$ cat src/rtl/mult_cost_div.sv
// rtl/mult_cost_div.sv - sequential signed restoring divider with valid/ready handshake
//
// Purpose: divides an a_size-bit signed dividend by a b_size-bit signed
// divisor, truncating toward zero (same results as Verilog / and %).
// One restoring step per cycle on the operand magnitudes; constant latency
// for every operand pair, including divide-by-zero and quotient overflow.
//
// Ports:
//   clk        clock, all state on rising edge
//   rst        asynchronous active-high reset
//   a          signed dividend (a_size bits)
//   b          signed divisor (b_size bits)
//   in_valid   a/b valid
//   in_ready   block can accept a/b (high in IDLE)
//   q          signed quotient (a_size bits)
//   r          signed remainder (b_size bits), sign of dividend or zero
//   dz         divide-by-zero flag for the current result
//   ovf        quotient-overflow flag for the current result
//   out_valid  q/r/dz/ovf valid (high in DONE)
//   out_ready  consumer accepts result
module mult_cost_div #(
    parameter int a_size = 18,
    parameter int b_size = 2
) (
    input  logic              clk,
    input  logic              rst,
    input  logic [a_size-1:0] a,
    input  logic [b_size-1:0] b,
    input  logic              in_valid,
    output logic              in_ready,
    output logic [a_size-1:0] q,
    output logic [b_size-1:0] r,
    output logic              dz,
    output logic              ovf,
    output logic              out_valid,
    input  logic              out_ready
);

    localparam int cnt_w = $clog2(a_size + 1);
    localparam logic [cnt_w-1:0]  cnt_init = cnt_w'(a_size);
    localparam logic [a_size-1:0] a_min    = {1'b1, {(a_size-1){1'b0}}};
    localparam logic [a_size-1:0] a_max    = {1'b0, {(a_size-1){1'b1}}};

    typedef enum logic [1:0] {IDLE, CALC, DONE} state_t;

    state_t state, state_n;

    logic [cnt_w-1:0]  cnt;
    // Magnitudes are held as unsigned values: an a_size-bit unsigned field
    // already covers |-2^(a_size-1)|, so no extra guard bit is needed.
    logic [a_size-1:0] quot;     // dividend bits shift out, quotient bits shift in
    logic [b_size-1:0] rem;      // partial remainder, always < divisor magnitude
    logic [b_size-1:0] b_mag;
    logic              q_neg;
    logic              a_neg;
    logic              dz_c;
    logic              ovf_c;

    logic              accept;
    logic [b_size:0]   shifted;
    logic              take;
    logic [b_size-1:0] rem_n;
    logic [a_size-1:0] q_signed;
    logic [b_size-1:0] r_signed;

    assign in_ready  = (state == IDLE);
    assign out_valid = (state == DONE);
    assign accept    = in_valid && in_ready;

    // Restoring step: bring down the next dividend bit, subtract if it fits.
    // When it fits, the difference is below b_mag, so a b_size-bit subtract
    // is exact.
    always_comb begin
        shifted  = {rem, quot[a_size-1]};
        take     = (shifted >= {1'b0, b_mag});
        rem_n    = take ? (shifted[b_size-1:0] - b_mag) : shifted[b_size-1:0];
        q_signed = q_neg ? (a_size'(0) - quot) : quot;
        r_signed = a_neg ? (b_size'(0) - rem) : rem;
    end

    always_ff @(posedge clk or posedge rst) begin
        if (rst) begin
            state <= IDLE;
        end else begin
            state <= state_n;
        end
    end

    always_comb begin
        state_n = state;
        case (state)
            IDLE:    if (accept)     state_n = CALC;
            CALC:    if (cnt == '0)  state_n = DONE;
            DONE:    if (out_ready)  state_n = IDLE;
            default:                 state_n = IDLE;
        endcase
    end

    always_ff @(posedge clk or posedge rst) begin
        if (rst) begin
            cnt   <= '0;
            quot  <= '0;
            rem   <= '0;
            b_mag <= '0;
            q_neg <= 1'b0;
            a_neg <= 1'b0;
            dz_c  <= 1'b0;
            ovf_c <= 1'b0;
            q     <= '0;
            r     <= '0;
            dz    <= 1'b0;
            ovf   <= 1'b0;
        end else begin
            case (state)
                IDLE: begin
                    if (accept) begin
                        quot  <= a[a_size-1] ? (a_size'(0) - a) : a;
                        b_mag <= b[b_size-1] ? (b_size'(0) - b) : b;
                        rem   <= '0;
                        cnt   <= cnt_init;
                        q_neg <= a[a_size-1] ^ b[b_size-1];
                        a_neg <= a[a_size-1];
                        dz_c  <= (b == '0);
                        ovf_c <= (a == a_min) && (b == '1);
                    end
                end
                CALC: begin
                    if (cnt != '0) begin
                        quot <= {quot[a_size-2:0], take};
                        rem  <= rem_n;
                        cnt  <= cnt - 1'b1;
                    end else if (dz_c) begin
                        // Saturate toward the sign of the dividend.
                        q   <= a_neg ? a_min : a_max;
                        r   <= '0;
                        dz  <= 1'b1;
                        ovf <= 1'b0;
                    end else if (ovf_c) begin
                        q   <= a_max;
                        r   <= '0;
                        dz  <= 1'b0;
                        ovf <= 1'b1;
                    end else begin
                        q   <= q_signed;
                        r   <= r_signed;
                        dz  <= 1'b0;
                        ovf <= 1'b0;
                    end
                end
                default: ;
            endcase
        end
    end

endmodule
$ cat config.mk
export PLATFORM = sky130hd
export DESIGN_NAME = mult_cost_div
export DESIGN_NICKNAME = d
export VERILOG_FILES = /design/src/rtl/mult_cost_div.sv
export SDC_FILE = /design/constraint.sdc
export NUM_CORES = 1
export LEC_CHECK = 0
export CAP_MARGIN = 20
export CORE_MARGIN = 5
export CORE_UTILIZATION = 58
export DETAILED_ROUTE_END_ITERATION = 8
export PLACE_DENSITY = 0.95
export SYNTH_ARGS = -nofsm -noshare
export SYNTH_HDL_FRONTEND = slang
export SYNTH_SLANG_ARGS = --single-unit
$ cat constraint.sdc
create_clock -name clk -period 4.02 [get_ports clk]
set_input_delay 1.206 -clock clk [delete_from_list [all_inputs] [get_ports clk]]
set_output_delay 1.206 -clock clk [all_outputs]
set_load 0.005 [all_outputs]
==> flow_metrics.tcl <==
set metrics [dict create \
    num_antenna_cells 0 \
    setup-tns-final_ns 0 \
    drive_gt1_share_pct 6.484 \
    synthDistinctLibCells 43 \
    syn2layout_area_growth_pct 20.52 \
    maxCapViolCount 0 \
    h-tree-depth 2 \
    viasPerCell 5.873 \
    ys_warn_count 0 \
    rows 27 \
    power_switching_uw 1231 \
    yosys.area.top_type_share_pct 43.32 \
    crit_required_ns 4.25 \
    max_freq_mhz 326.6 \
    synth_ff_type "dfrtp_1" \
    die_y_um 84.01 \
    cts_tree "done" \
    via_count 2778 \
    cts_sinks 55 \
    r2r-start "state[1]$_DFFE_PP0P_" \
    synth-seq-cells 55 \
    synth.avg_cell_area_um2 8.849 \
    dp_hpwl_mm 5.370 \
    regToRegEndpoint "cnt[3]$_DFFE_PP0P_" \
    first_iter_violations 234 \
    grt_pass1_wl_mm 12.03 \
    timing_hold_violations_final 0 \
    cts_buffer_depth 2 \
    start_util_pct 58.77 \
    p_seq_share_pct 38.1 \
    dieArea_um2 7058 \
    powerDensity_nw_per_um2 765.0 \
    numCtsBuffers 5 \
    report.final.slew_viol_count 0 \
    synthArstFlopShare_pct 100.0 \
    grt-ovfl-total 0 \
    synth-seq-area-share_pct 43.32 \
    ios 48 \
    pwr-share-comb_pct 49.1 \
    ctsHoldBuffers 0 \
    port_buffers 47 \
    ys_top_cells_by_count "nand2_1 (57), dfrtp_1 (55), o21ai_0 (52)" \
    clockRootBuffer "clkbuf_8" \
    gp_congestion 0.8954 \
    power.internal_uw 1698 \
    finalSetupViolCount 0 \
    period_share_pct 76.16 \
    slew-limit-headroom_pct 40.32 \
    end_kind "flop" \
    multiInputGateArea_um2 1694 \
    syn_nets 388 \
    fin_nets 429 \
    ant_nets 0 \
    dp_slack_ns 0.6298 \
    r2r_slack_ns 1.58 \
    crit_type "input port to flop" \
    vdd_drop_max_mv 0.2932 \
    hp-class "flop to flop" \
    hold_path_depth 2 \
    setup_ws_ns 0.9584 \
    arrival_ns 3.29 \
    first_pass_iters 4 \
    wirelength_mm 7.305 \
    crit_fanout 11 \
    switching_share_pct 42.03 \
    clock_skew_ns 0.003376 \
    fillers 407 \
    die_x_um 84.01 \
    yosysMostFrequentCell "nand2_1" \
    holdPathEnd "r[0]$_DFFE_PP0P_" \
    grt_pass1_vias 2566 \
    p_leak_uw 0.001583 \
    min_period_ns 3.062 \
    worstMarginPinSlew_ns 0.8933 \
    cts_setup_buffers 0 \
    outcome "finished clean" \
    clkPwrFrac_pct 12.7 \
    grt_usage_pct 21.05 \
    wl_per_cell_um 15.44 \
    netlist_area_um2 3177 \
    regArea_um2 1376 \
    rsz0062_at_grt "no" \
    cts_resized 0 \
    crit_path_start_kind "input port" \
    ys_top_cells_by_area "dfrtp_1 (43%), o21ai_0 (8.2%), nand2_1 (6.7%), xnor2_1 (6.3%), nor2_1 (3.7%)" \
    synth_cells 359 \
    holdCritStartpoint "r[0]$_DFFE_PP0P_" \
    route.detailed.drc 0 \
    grt_max_degree 56 \
    reg2regPathDepth 5 \
    synth_top_cell_by_area "dfrtp_1" \
    antenna_found_initial 0 \
    core-area_um2 5405 \
    clk_latency_ns 0.31 \
    cts.reportedPaths.clkPinSlew_ns 0.09 \
    synth_edf_count 0 \
]
## cell type report
| class | instances | share of cell area (%) |
|---|---|---|
| clock buffer | 6 | 2.157 |
| clock inverter | 2 | 0.9150 |
| inverter | 12 | 1.176 |
| multi-input combinational | 276 | 44.25 |
| sequential | 55 | 35.95 |
| tap | 72 | 2.353 |
| timing repair buffer | 50 | 13.20 |
## routing by layer
metal	global-route usage (%)	up-vias	wire length, um
met5	0	-	0
met4	7.895	0	180
met3	3.949	21	434
met2	36.44	85	3756
met1	26.00	1331	2934
li1	-	1341	-
## through the flow
| step | area, um2 | total power (uW) | hold slack (ns) | util, % | instances |
|---|---|---|---|---|---|
| after floorplan | 3177 | 2015 | 0.4497 | - | 359 |
| after global placement | 3691 | 2426 | 0.4493 | 68.29 | 464 |
| after detailed placement | 3691 | 2525 | 0.4595 | 68.29 | 464 |
| after CTS | 3809 | 2918 | 0.4803 | 70.46 | 472 |
| after global routing | 3829 | 3170 | 0.5133 | 70.83 | 473 |
| final | 3829 | 2929 | 0.4780 | 70.83 | 473 |
## worst max path at each step
| stage | start | to | slack [ns] | cells after the start |
|---|---|---|---|---|
| floorplan | a[5] | quot[13]$_DFFE_PP0P_ | 1.36 | 6 |
| global placement | a[5] | quot[14]$_DFFE_PP0P_ | 0.72 | 6 |
| detailed placement | a[5] | quot[14]$_DFFE_PP0P_ | 0.63 | 6 |
| CTS | a[5] | quot[14]$_DFFE_PP0P_ | 0.93 | 6 |
| global route | a[2] | quot[14]$_DFFE_PP0P_ | 0.84 | 6 |
| finish | a[2] | quot[14]$_DFFE_PP0P_ | 0.96 | 6 |
## placed cells by master (no fill, tap or decap), types with 6 or more instances in the layout
master / count
a211oi_1: 6
a21oi_1: 10
clkbuf_8: 6
clkdlybuf4s50_1: 47
dfrtp_1: 55
inv_1: 11
nand2_1: 57
nand2b_1: 7
nor2_1: 31
o21ai_0: 52
o21ai_1: 6
o31ai_1: 8
xnor2_1: 23
xor2_1: 13
## critical path: stages
cell             delay, ns
clkdlybuf4s50_1       0.48
or4_1                 0.69
o41ai_1               0.51
xnor2_1               0.17
nor2_1                0.05
o21ai_0               0.19
## kinds of logic (layout without fill, tap and decap cells)
kind of cell | after synthesis | after routing | share of synthesized area, %
mux | 2 | 2 | 0.6302
buf+inv | 28 | 70 | 3.347
flops | 55 | 55 | 43.32
fa+ha+maj | 5 | 5 | 1.969
simple gates | 129 | 129 | 19.58
xor+xnor | 36 | 36 | 9.925
compound gates | 104 | 104 | 21.23
## power by group through the flow
stage               Sequential [uW]  Combinational [uW]  Clock (uW)
floorplan                      1030                 982           0
global placement               1090                1330           0
detailed placement             1120                1410           0
CTS                            1110                1440         373
global route                   1150                1610         400
finish                         1120                1440         373
## state kept, by name, indices dropped and copies added, names as in the netlist, 2 cells and up
register	cells
q	18
quot	18
cnt	5
b_mag	2
r	2
rem	2
state	2
Note: power is estimated with default switching activity, not from simulation.
==> variant 1: new RTL, same settings <==
`a_size`: 18 -> 9.
--- a/src/rtl/mult_cost_div.sv
+++ b/src/rtl/mult_cost_div.sv
@@ -20,5 +20,5 @@
 //   out_ready  consumer accepts result
 module mult_cost_div #(
-    parameter int a_size = 18,
+    parameter int a_size = 9,
     parameter int b_size = 2
 ) (
Ports: changed (resized a and q); port bits go from 48 to 30. No check against the original RTL was run, so the function may have changed too.
==> variant 1 against the unedited design <==
Worst setup slack better by 0.31 ns; cell count down 38%; clock power down 46%; final area down 37%; count of clock-buffer cells in the layout up 2; sequential cell count down 19; area after synthesis down 36%; global-route usage down 3.1 points; first-iteration DRC count down 27%; combinational power down 41%; worst hold slack worse by 0.0051 ns; total power down 41%; sequential share of layout area up 1.5 points; wire length down 45%; critical path type unchanged.
==> variant 1: results (changes against the unedited design) <==
| Item | Reported | Unit | Delta |
|:---|:---|:---|:---|
| DR iter-0 viols | 171 | - | -27% |
| Routability Congestion | 0.765 | - | -15% |
| Port Buffers | 29 | - | -38% |
| Clock share of power | 11.5 | % | -1.2 points |
| First drt pass iteration count | 5 | - | +1 |
| Cell chosen for the clock root | clkbuf_4 | - |  |
| Wire length of the first global-routing pass | 7.11 | mm | -41% |
| Nets | 268 | - | -38% |
| Final routed wirelength across all metal layers | 4.05 | mm | -45% |
| Switching share of power | 39.9 | % | -2.1 points |
| Pin count of the biggest net entering global routing | 37 | - | -34% |
| Crit path to | quot[8] | - |  |
| Number of nets produced by synthesis | 239 | - | -38% |
| Pint | 1.04 | mW | -39% |
| Layout Skew | 0.0101 | ns | +0.00677 ns |
| Sequential fraction of the synthesis area | 44.6 | % | +1.3 points |
| Portion of total power attributed to combinational logic | 48.7 | % | -0.4 points |
| Worst reg2reg path depth | 6 | - | +1 |
| Later-pin clock latency in the skew report | 0.33 | ns | +0.02 ns |
| Fill cells | 279 | - | -31% |
| Reg2reg end | q[7] | - |  |
| Largest registers ranked by flip-flop count | q (9), quot (9), cnt (4) | - |  |
| Half-perimeter wire length after detailed placement | 3.18 | mm | -41% |
| FF-to-FF Start | cnt[0] | - |  |
| First element of the critical path | a[3] | - |  |
| Reg2Reg Setup Slack | 1.83 | ns | +0.25 ns |
| Leakage power | 1.05 | nW | -34% |
| Area contributors post-synth | dfrtp_1, nand2_1, o21ai_0 | - |  |
| Highest net fanout along the worst path | 6 | - | -5 |
| Final worst setup slack | 1.27 | ns | +0.313 ns |
| Count of mapped cells out of synthesis | 218 | - | -39% |
| Fraction of layout instances using a drive strength above 1 | 6.45 | % | -0.032 points |
| Outcome | completed | - |  |
| Initial antenna violation count | 0 | - | unchanged |
| Worst slack after detailed placement | 0.921 | ns | +0.291 ns |
==> variant 1: changes by cell type after synthesis, sizes merged, moves of 6 or more <==
cell and delta:
o21ai -41, nand2 -21, dfrtp -19, nor2 -17, xnor2 -17, a21oi -7, clkbuf -7, or4 -7
o31ai -6, o41ai -6
==> variant 1: metal layers <==
layer,wire [um],track usage [%]
met1,1770,22.0
met2,1990,30.5
met3,246,4.51
met4,44,6.51
met5,0,0
==> variant 1: through the flow <==
stage	utilization [%]	cell area [sq um]	hold WS, ns
2_1_floorplan	-	2020	0.450
6_report	71.5	2410	0.473
3_3_place_gp	69.8	2350	0.450
4_1_cts	71.5	2410	0.479
5_1_grt	71.5	2410	0.506
3_5_place_dp	69.8	2350	0.457
==> variant 1: critical path, cell delays in order <==
cell	delay, ns
clkdlybuf4s50_1	0.50
or4_1	0.54
or4b_1	0.50
o21ai_1	0.13
mux2_2	0.16
==> variant 1: how the worst min path moves through the flow <==
stage                     startpoint        to  slack, ns  cells after the start
after floorplan             b_mag[1]  b_mag[1]       0.45                      2
after global placement          q[0]      q[0]       0.45                      2
after detailed placement        q[0]      q[0]       0.46                      2
after CTS                       q[0]      q[0]       0.48                      2
after global routing            q[2]      q[2]       0.51                      2
final                           q[0]      q[0]       0.47                      2
==> variant 1: kinds of logic (layout without fill, tap and decap cells) <==
family                   after synthesis  after routing  synth area share (%)
AO/OA/AOI/OAI                         46             46                  15.6
XOR/XNOR                              15             15                  6.51
adder cells (fa/ha/maj)                6              6                  3.72
buffers and inverters                 20             50                  3.78
flip-flops                            36             36                  44.6
multiplexers                          10             10                  5.20
AND/OR/NAND/NOR                       85             85                  20.6
==> variant 1: final cells by class <==
class	count	share of cell area, %
inverter	11	1.72
tap	46	2.39
sequential	36	37.4
clock buffer	8	2.44
timing repair buffer	31	12.7
multi-input combinational	162	43.3
==> variant 2: new RTL, same settings <==
Made on the original files. Encoding of `state_t`: now one-hot (3 bits for 3 states).
--- a/src/rtl/mult_cost_div.sv
+++ b/src/rtl/mult_cost_div.sv
@@ -42,5 +42,5 @@
     localparam logic [a_size-1:0] a_max    = {1'b0, {(a_size-1){1'b1}}};
 
-    typedef enum logic [1:0] {IDLE, CALC, DONE} state_t;
+    typedef enum logic [2:0] {IDLE = 3'b001, CALC = 3'b010, DONE = 3'b100} state_t;
 
     state_t state, state_n;
Function: same outputs for any inputs over 10 cycles, from zero or initial values and one cycle with rst high; not proved beyond that.
==> variant 2 against the unedited design <==
Final area grew 0.62%; wire length grew 1.3%; total power shrank 14%; worst setup slack lost 0.17 ns; largest power group unchanged; clock power shrank 16%; die area grew 1.9%; critical path type unchanged; area after synthesis grew 2.1%; fmax shrank 5.1%; sequential cell count grew 1.
==> variant 2: results (changes against the unedited design) <==
| Item | Reported | Unit | Delta |
|:---|:---|:---|:---|
| Post-synthesis adder-cell area fraction | 1.93 | % | -0.041 points |
| Outcome | completed | - |  |
| Fill cells | 442 | - | +8.6% |
| Detailed-route wire length on metal 1 | 3.18 | mm | +8.5% |
| Largest registers ranked by flip-flop count | q (18), quot (18), cnt (5) | - |  |
| Arrival time at the worst endpoint | 3.47 | ns | +0.18 ns |
| Area contributors post-synth | dfrtp_1, o21ai_0, xnor2_1 | - |  |
| Leakage power | 1.59 | nW | +0.18% |
| Combined flip-flop and latch cell area | 0.00140 | sq mm | +1.9% |
| Half-perimeter wire length after detailed placement | 5.64 | mm | +5.0% |
| Mean cell area of the mapped netlist | 8.58 | sq um | -3.0% |
| Synth cell count leaders | o21ai_0, dfrtp_1, nand2_1, nor2_1, xnor2_1 | - |  |
| Post-Synth XOR/XNOR Area | 8.64 | % | -1.3 points |
| GRT met2 Usage | 35.5 | % | -0.93 points |
| Sequential fraction of the synthesis area | 43.2 | % | -0.092 points |
| H-Tree Level Count | 2 | - | unchanged |
| Number of global-route vias before repair | 2796 | - | +9.0% |
| Post-detailed-route via-to-cell ratio | 5.87 | - | about the same |
| Nets | 444 | - | +3.5% |
| Distinct cells, synth | 40 | - | -7.0% |
| Met2 WL post-DR | 3.63 | mm | -3.4% |
| Placed insts | 480 | - | +3.4% |
| Layout Skew | 0.00747 | ns | +0.00409 ns |
| Fraction of layout instances using a drive strength above 1 | 6.01 | % | -0.47 points |
| Met1 Usage GRT | 30.3 | % | +4.3 points |
| Pin count of the biggest net entering global routing | 33 | - | -41% |
| Highest net fanout along the worst path | 7 | - | -4 |
| Final routed wirelength across all metal layers | 7.40 | mm | +1.3% |
| Global-route usage over all layers | 21.8 | % | +0.71 points |
| Highest cell delay on the worst timing path | 0.61 | ns | -0.08 ns |
| Met3 usage in global routing | 3.14 | % | -0.81 points |
| Detailed-routed wire length on met3 | 475 | um | +9.4% |
| DR iter-0 viols | 169 | - | -28% |
| Max IR drop VDD | 0.510 | mV | +74% |
| Multiplexer fraction of the synthesized cell area | 0.964 | % | +0.33 points |
| Final standard cell count with taps included and fillers excluded | 488 | - | +3.2% |
| Number of nets produced by synthesis | 407 | - | +4.9% |
| Headroom to the max-slew limit | 30.8 | % | -9.5 points |
| Area after DPL | 0.00376 | sq mm | +1.9% |
variant 2: power by group through the flow:
stage	clock network [mW]	logic, mW	registers, mW
finish	0.312	1.19	1.02
global route	0.341	1.35	1.06
CTS	0.317	1.19	1.01
detailed placement	0	1.19	1.02
global placement	0	1.13	1.01
floorplan	0	0.880	0.939
variant 2: worst paths after layout:
path | start | end | slack, ns | depth (start not counted)
min in group asynchronous | rst | b_mag[1] | 1.13 | 2
min | q[8] | q[8] | 0.48 | 2
max | a[0] | quot[16] | 0.79 | 7
max in group asynchronous | rst | state[0] | 2.24 | 3
min reg2reg | q[8] | q[8] | 0.48 | 2
max reg2reg | cnt[0] | q[15] | 1.35 | 7
variant 2: area by class of cell:
cell class | count | share of cell area (%)
Timing Repair Buffer | 54 | 13.6
Multi-Input combinational cell | 283 | 43.9
Clock buffer | 8 | 2.34
Sequential cell | 56 | 36.4
Inverter | 15 | 1.46
Tap cell | 72 | 2.34
